===== src/rtl/online_arith_pkg.sv =====
// Shared definitions for the online-arithmetic result path: FSM state
// encodings, radix/width helpers and signed-digit legality check.
package online_arith_pkg;

    typedef enum logic [1:0] {
        ST_IDLE    = 2'd0,
        ST_SKIP    = 2'd1,
        ST_COLLECT = 2'd2,
        ST_HOLD    = 2'd3
    } otf_state_e;

    // Digit counter width; comfortably covers skip and collect counts.
    localparam int CNT_W = 8;

    // log2 of a power-of-two radix.
    function automatic int radix_log2(input int radix);
        int l;
        l = 0;
        for (int i = 0; i < 8; i++) begin
            if ((32'sd1 << i) < radix) begin
                l = i + 1;
            end else begin
                l = l;
            end
        end
        return l;
    endfunction

    // Width of the two's-complement result: sign bit plus one radix
    // position per collected digit.
    function automatic int result_width(input int n, input int radix);
        return 1 + n * radix_log2(radix);
    endfunction

    // A digit is legal when its magnitude does not exceed radix-1.
    function automatic logic digit_is_legal(input logic signed [7:0] digit, input int radix);
        int v;
        v = int'(digit);
        return (v <= radix - 1) && (v >= 1 - radix);
    endfunction

endpackage


===== src/rtl/otf_digit_step.sv =====
// One on-the-fly conversion step: folds a signed digit into the Q/QM pair,
// where QM is always Q-1. Purely combinational so converters can share it.
module otf_digit_step
    import online_arith_pkg::*;
#(
    parameter int RW         = 5,
    parameter int RADIX_BITS = 2,
    parameter int RADIX      = 2
) (
    input  logic [RW-1:0]         q,
    input  logic [RW-1:0]         qm,
    input  logic [RADIX_BITS-1:0] digit,
    output logic [RW-1:0]         q_next,
    output logic [RW-1:0]         qm_next
);

    localparam int            LOG2R   = radix_log2(RADIX);
    localparam logic [RW-1:0] R_VAL   = RW'(RADIX);
    localparam logic [RW-1:0] ONE_VAL = RW'(32'd1);

    logic [RW-1:0] digit_ext_s;
    logic [RW-1:0] q_shift_s;
    logic [RW-1:0] qm_shift_s;
    logic          digit_neg_s;
    logic          digit_zero_s;

    assign digit_ext_s  = RW'($signed(digit));
    assign q_shift_s    = q << LOG2R;
    assign qm_shift_s   = qm << LOG2R;
    assign digit_neg_s  = digit[RADIX_BITS-1];
    assign digit_zero_s = (digit == {RADIX_BITS{1'b0}});

    // Select the Q or QM history depending on digit sign and append the digit.
    always_comb begin
        q_next  = q_shift_s + digit_ext_s;
        qm_next = qm_shift_s + ((R_VAL - ONE_VAL) + digit_ext_s);
        if (digit_neg_s) begin
            q_next = qm_shift_s + (R_VAL + digit_ext_s);
        end else begin
            q_next = q_shift_s + digit_ext_s;
        end
        if (!digit_neg_s && !digit_zero_s) begin
            qm_next = q_shift_s + (digit_ext_s - ONE_VAL);
        end else begin
            qm_next = qm_shift_s + ((R_VAL - ONE_VAL) + digit_ext_s);
        end
    end

endmodule


===== src/rtl/online_result_collector.sv =====
// Receive side of an MSD-first signed-digit stream: drops the online-delay
// digits, converts the following digits on the fly and offers the
// two's-complement result on a valid/ready port.
module online_result_collector
    import online_arith_pkg::*;
#(
    parameter int  NO_OF_DIGITS = 4,
    parameter int  RADIX_BITS   = 2,
    parameter int  RADIX        = 2,
    parameter int  SKIP_DIGITS  = 3,
    localparam int RW           = result_width(NO_OF_DIGITS, RADIX)
) (
    input  logic                  clk,
    input  logic                  reset_n,
    input  logic                  start,
    input  logic [RADIX_BITS-1:0] digit_in,
    input  logic                  digit_valid,
    output logic [RW-1:0]         result,
    output logic                  result_valid,
    input  logic                  result_ready,
    output logic                  busy,
    output logic                  digit_err,
    output logic                  overrun
);

    localparam logic [CNT_W-1:0] CNT_ZERO  = CNT_W'(32'd0);
    localparam logic [CNT_W-1:0] CNT_ONE   = CNT_W'(32'd1);
    localparam logic [CNT_W-1:0] SKIP_LAST = (SKIP_DIGITS > 0) ? CNT_W'(SKIP_DIGITS - 1) : CNT_W'(32'd0);
    localparam logic [CNT_W-1:0] COLL_LAST = CNT_W'(NO_OF_DIGITS - 1);

    otf_state_e       state_r;
    logic [CNT_W-1:0] cnt_r;
    logic [RW-1:0]    q_r;
    logic [RW-1:0]    qm_r;

    otf_state_e       eff_state_s;
    logic [CNT_W-1:0] eff_cnt_s;
    logic [RW-1:0]    eff_q_s;
    logic [RW-1:0]    eff_qm_s;
    logic             eff_err_s;
    logic [RW-1:0]    step_q_s;
    logic [RW-1:0]    step_qm_s;
    logic             digit_legal_s;

    assign digit_legal_s = digit_is_legal(8'($signed(digit_in)), RADIX);

    // A start pulse behaves as if the stream had just been cleared, so the
    // start-cycle digit is processed as stream index 0 from a fresh state.
    always_comb begin
        eff_state_s = state_r;
        eff_cnt_s   = cnt_r;
        eff_q_s     = q_r;
        eff_qm_s    = qm_r;
        eff_err_s   = digit_err;
        if (start) begin
            eff_state_s = (SKIP_DIGITS > 0) ? ST_SKIP : ST_COLLECT;
            eff_cnt_s   = CNT_ZERO;
            eff_q_s     = {RW{1'b0}};
            eff_qm_s    = {RW{1'b1}};
            eff_err_s   = 1'b0;
        end else begin
            eff_state_s = state_r;
            eff_cnt_s   = cnt_r;
            eff_q_s     = q_r;
            eff_qm_s    = qm_r;
            eff_err_s   = digit_err;
        end
    end

    otf_digit_step #(
        .RW         (RW),
        .RADIX_BITS (RADIX_BITS),
        .RADIX      (RADIX)
    ) u_step (
        .q       (eff_q_s),
        .qm      (eff_qm_s),
        .digit   (digit_in),
        .q_next  (step_q_s),
        .qm_next (step_qm_s)
    );

    // Collector FSM with registered result, status and pulse outputs.
    always_ff @(posedge clk) begin
        if (!reset_n) begin
            state_r      <= ST_IDLE;
            cnt_r        <= CNT_ZERO;
            q_r          <= {RW{1'b0}};
            qm_r         <= {RW{1'b1}};
            result       <= {RW{1'b0}};
            result_valid <= 1'b0;
            busy         <= 1'b0;
            digit_err    <= 1'b0;
            overrun      <= 1'b0;
        end else begin
            overrun   <= start && (state_r == ST_HOLD) && !result_ready;
            cnt_r     <= eff_cnt_s;
            q_r       <= eff_q_s;
            qm_r      <= eff_qm_s;
            digit_err <= eff_err_s;
            case (eff_state_s)
                ST_IDLE: begin
                    state_r      <= ST_IDLE;
                    busy         <= 1'b0;
                    result_valid <= 1'b0;
                end
                ST_SKIP: begin
                    state_r      <= ST_SKIP;
                    busy         <= 1'b1;
                    result_valid <= 1'b0;
                    if (digit_valid) begin
                        if (eff_cnt_s == SKIP_LAST) begin
                            state_r <= ST_COLLECT;
                            cnt_r   <= CNT_ZERO;
                        end else begin
                            cnt_r <= eff_cnt_s + CNT_ONE;
                        end
                    end
                end
                ST_COLLECT: begin
                    state_r      <= ST_COLLECT;
                    busy         <= 1'b1;
                    result_valid <= 1'b0;
                    if (digit_valid) begin
                        q_r       <= step_q_s;
                        qm_r      <= step_qm_s;
                        digit_err <= eff_err_s | ~digit_legal_s;
                        if (eff_cnt_s == COLL_LAST) begin
                            state_r      <= ST_HOLD;
                            cnt_r        <= CNT_ZERO;
                            busy         <= 1'b0;
                            result_valid <= 1'b1;
                            result       <= step_q_s;
                        end else begin
                            cnt_r <= eff_cnt_s + CNT_ONE;
                        end
                    end
                end
                ST_HOLD: begin
                    busy <= 1'b0;
                    if (result_ready) begin
                        state_r      <= ST_IDLE;
                        result_valid <= 1'b0;
                    end else begin
                        state_r      <= ST_HOLD;
                        result_valid <= 1'b1;
                    end
                end
                default: begin
                    state_r      <= ST_IDLE;
                    busy         <= 1'b0;
                    result_valid <= 1'b0;
                end
            endcase
        end
    end

endmodule


===== config.mk =====
export PLATFORM = sky130hd
export DESIGN_NAME = online_result_collector
export DESIGN_NICKNAME = d
export VERILOG_FILES = /design/src/rtl/online_arith_pkg.sv /design/src/rtl/otf_digit_step.sv /design/src/rtl/online_result_collector.sv
export SDC_FILE = /design/constraint.sdc
export NUM_CORES = 1
export LEC_CHECK = 0
export ABC_AREA = 1
export BUFFER_PORTS_ARGS = -buffer_cell sky130_fd_sc_hd__buf_2
export CAP_MARGIN = 20
export CORE_AREA = 2 2 79 81
export CTS_CLUSTER_DIAMETER = 200
export DETAILED_ROUTE_END_ITERATION = 8
export DIE_AREA = 0 0 81 83
export PLACE_DENSITY = 0.51
export SLEW_MARGIN = 40
export SYNTH_ARGS = -nofsm -noshare
export SYNTH_HDL_FRONTEND = slang
export SYNTH_HIERARCHICAL = 1
export SYNTH_SLANG_ARGS = --single-unit

===== constraint.sdc =====
create_clock -name clk -period 3.9 [get_ports clk]
set_input_delay 0.78 -clock clk [delete_from_list [all_inputs] [get_ports clk]]
set_output_delay 0.78 -clock clk [all_outputs]
set_load 0.005 [all_outputs]

==> metrics <==
largest net degree at the start of global routing 18; synth warn 6; register clock-pin slew on the reported worst setup and hold paths 90 ps; setup violators final 0; Startpoint Class input pin; Post-CTS Hold Buffers 0; initial antenna violation count 0; filler instances 659; Syn Nets 288; All-Layer GR Usage 12.9%; critical path fanouts, max 13; Syn Inst Count 262; Worst Skew 5.23 ps; Area Growth Syn to Fin 9.85%; hold path start digit_err$_SDFF_PN0_; Post-Syn Area 1790 sq um; layout cells sized above 1 15.3%; root buffer cell clkbuf_8; maximum VDD drop 0.0953 mV; Post-CTS Setup Bufs 0; PD cells 252 nW/um^2; Slew @ Worst Pin 497 ps; htree depth 1; vias per inst 4.48; die area 6720 sq um; CTS tree built; fin crit share 65.3%; per-cell routed wire length 11.3 um; Layout Nets 301; Rows 28; leakage power figure 0.943 nW; Data required, critical path 4060 ps; Slew headroom 66.6%; post-route ant nets 0; CP startpoint start; Highest Clock Rate 0.392 GHz; storage element area 541 sq um; DRT Pass-1 Iters 4; fin. max-slew vios 0; total power 497 uW; reg2reg setup slack 1950 ps; final hold violations 0; I/O pins 16; Initial Util 30.8%; Period minus WS final 2550 ps; area of the multi-input gates 1080 sq um; DRC 0; status complete, no violations; post-CTS sizing 0; Clock Sinks 27; core area 5820 sq um; Post-DP HPWL 3.08 mm; Max Buffers Root-to-Sink 2; die span in y 83 um; Port-buffer cells 15; worst-skew pair later-pin latency 270 ps; Avg Cell Area, Syn 6.84 sq um; CP Capture Type flip-flop; vias in the first global route 1531; drt first-iter violations 106; Min-Delay Path Class reg -> reg; setup TNS 0 ps; Inserted Diodes 0; Crit path arrival time 2710 ps; GPL Wtd Cong 0.806; width of the die 81 um; DR vias 1563; max_cap viols 0; RSZ-0062 raised after global routing false; Worst R2R Start state_r[1]$_SDFF_PN0_; drt total wl 3.94 mm; first-pass GRT wire length 6.91 mm; TritonCTS buffer count 3; Crit Path Class in -> reg; GR Overflow Total 0
layout make-up:
| class | instances | area share, % |
|---|---|---|
| multi-input cells | 193 | 54.9 |
| flip-flops and latches | 27 | 27.5 |
| inverters | 35 | 6.74 |
| well taps | 75 | 4.77 |
| repair buffers | 15 | 3.81 |
| clock buffers | 3 | 2.10 |
| clock inverters | 1 | 0.254 |
flip-flops by register name, indices dropped and copies added, names as in the netlist:
name	count
busy	1
cnt_r	8
digit_err	1
overrun	1
q_r	4
qm_r	4
result	5
result_valid	1
state_r	2
where the power goes:
part	switching [mW]	internal, mW	leakage [nW]
Combinational	0.0419	0.0202	0.699
Clock	0.0841	0.0715	0.0255
Sequential	0.00113	0.278	0.218
Total	0.127	0.370	0.943
through the flow:
stage | setup WS [ps] | instance area, sq um | hold WS (ps) | utilization (%) | cells
after detailed placement | 1060 | 1920 | 456 | 33.0 | 345
after floorplan | 1640 | 1790 | 427 | - | 262
after CTS | 1350 | 1970 | 470 | 33.8 | 349
after global routing | 1130 | 1970 | 489 | 33.8 | 349
final | 1350 | 1970 | 469 | 33.8 | 349
after global placement | 1160 | 1920 | 457 | 33.0 | 345
worst max-delay path, stage by stage:
cell and delay, ps:
buf_2 210, inv_2 170, nand2_1 170, inv_1 80, ha_1 230, nand2_1 260, inv_1 250, nand3_4 180
clkinv_2 120, nor2_1 190, a21oi_2 70
path summary, 6_finish.rpt:
kind | to | cells past startpoint
worst max-delay path | state_r[0]$_SDFF_PN0_ | 11
worst max register to register | state_r[0]$_SDFF_PN0_ | 9
worst min register to register | digit_err$_SDFF_PN0_ | 2
worst min-delay path | digit_err$_SDFF_PN0_ | 2
routing by layer:
metal,routed length (um),track usage [%]
met5,0,0
met4,39,4.62
met3,73,1.63
met2,1940,21.6
met1,1890,16.8
placed cells by master (no fill, tap or decap), drive strengths merged:
cell     n
nor2    31
nor3     2
nand3   14
clkbuf   3
nand2   81
dfxtp   27
inv     33
clkinv   3
nand4    1
ha      16
xor2     1
buf     15
nand3b   1
xnor2    3
or2      5
a21oi   25
fa       3
o21ai   10
Note: power is estimated with default switching activity, not from simulation.
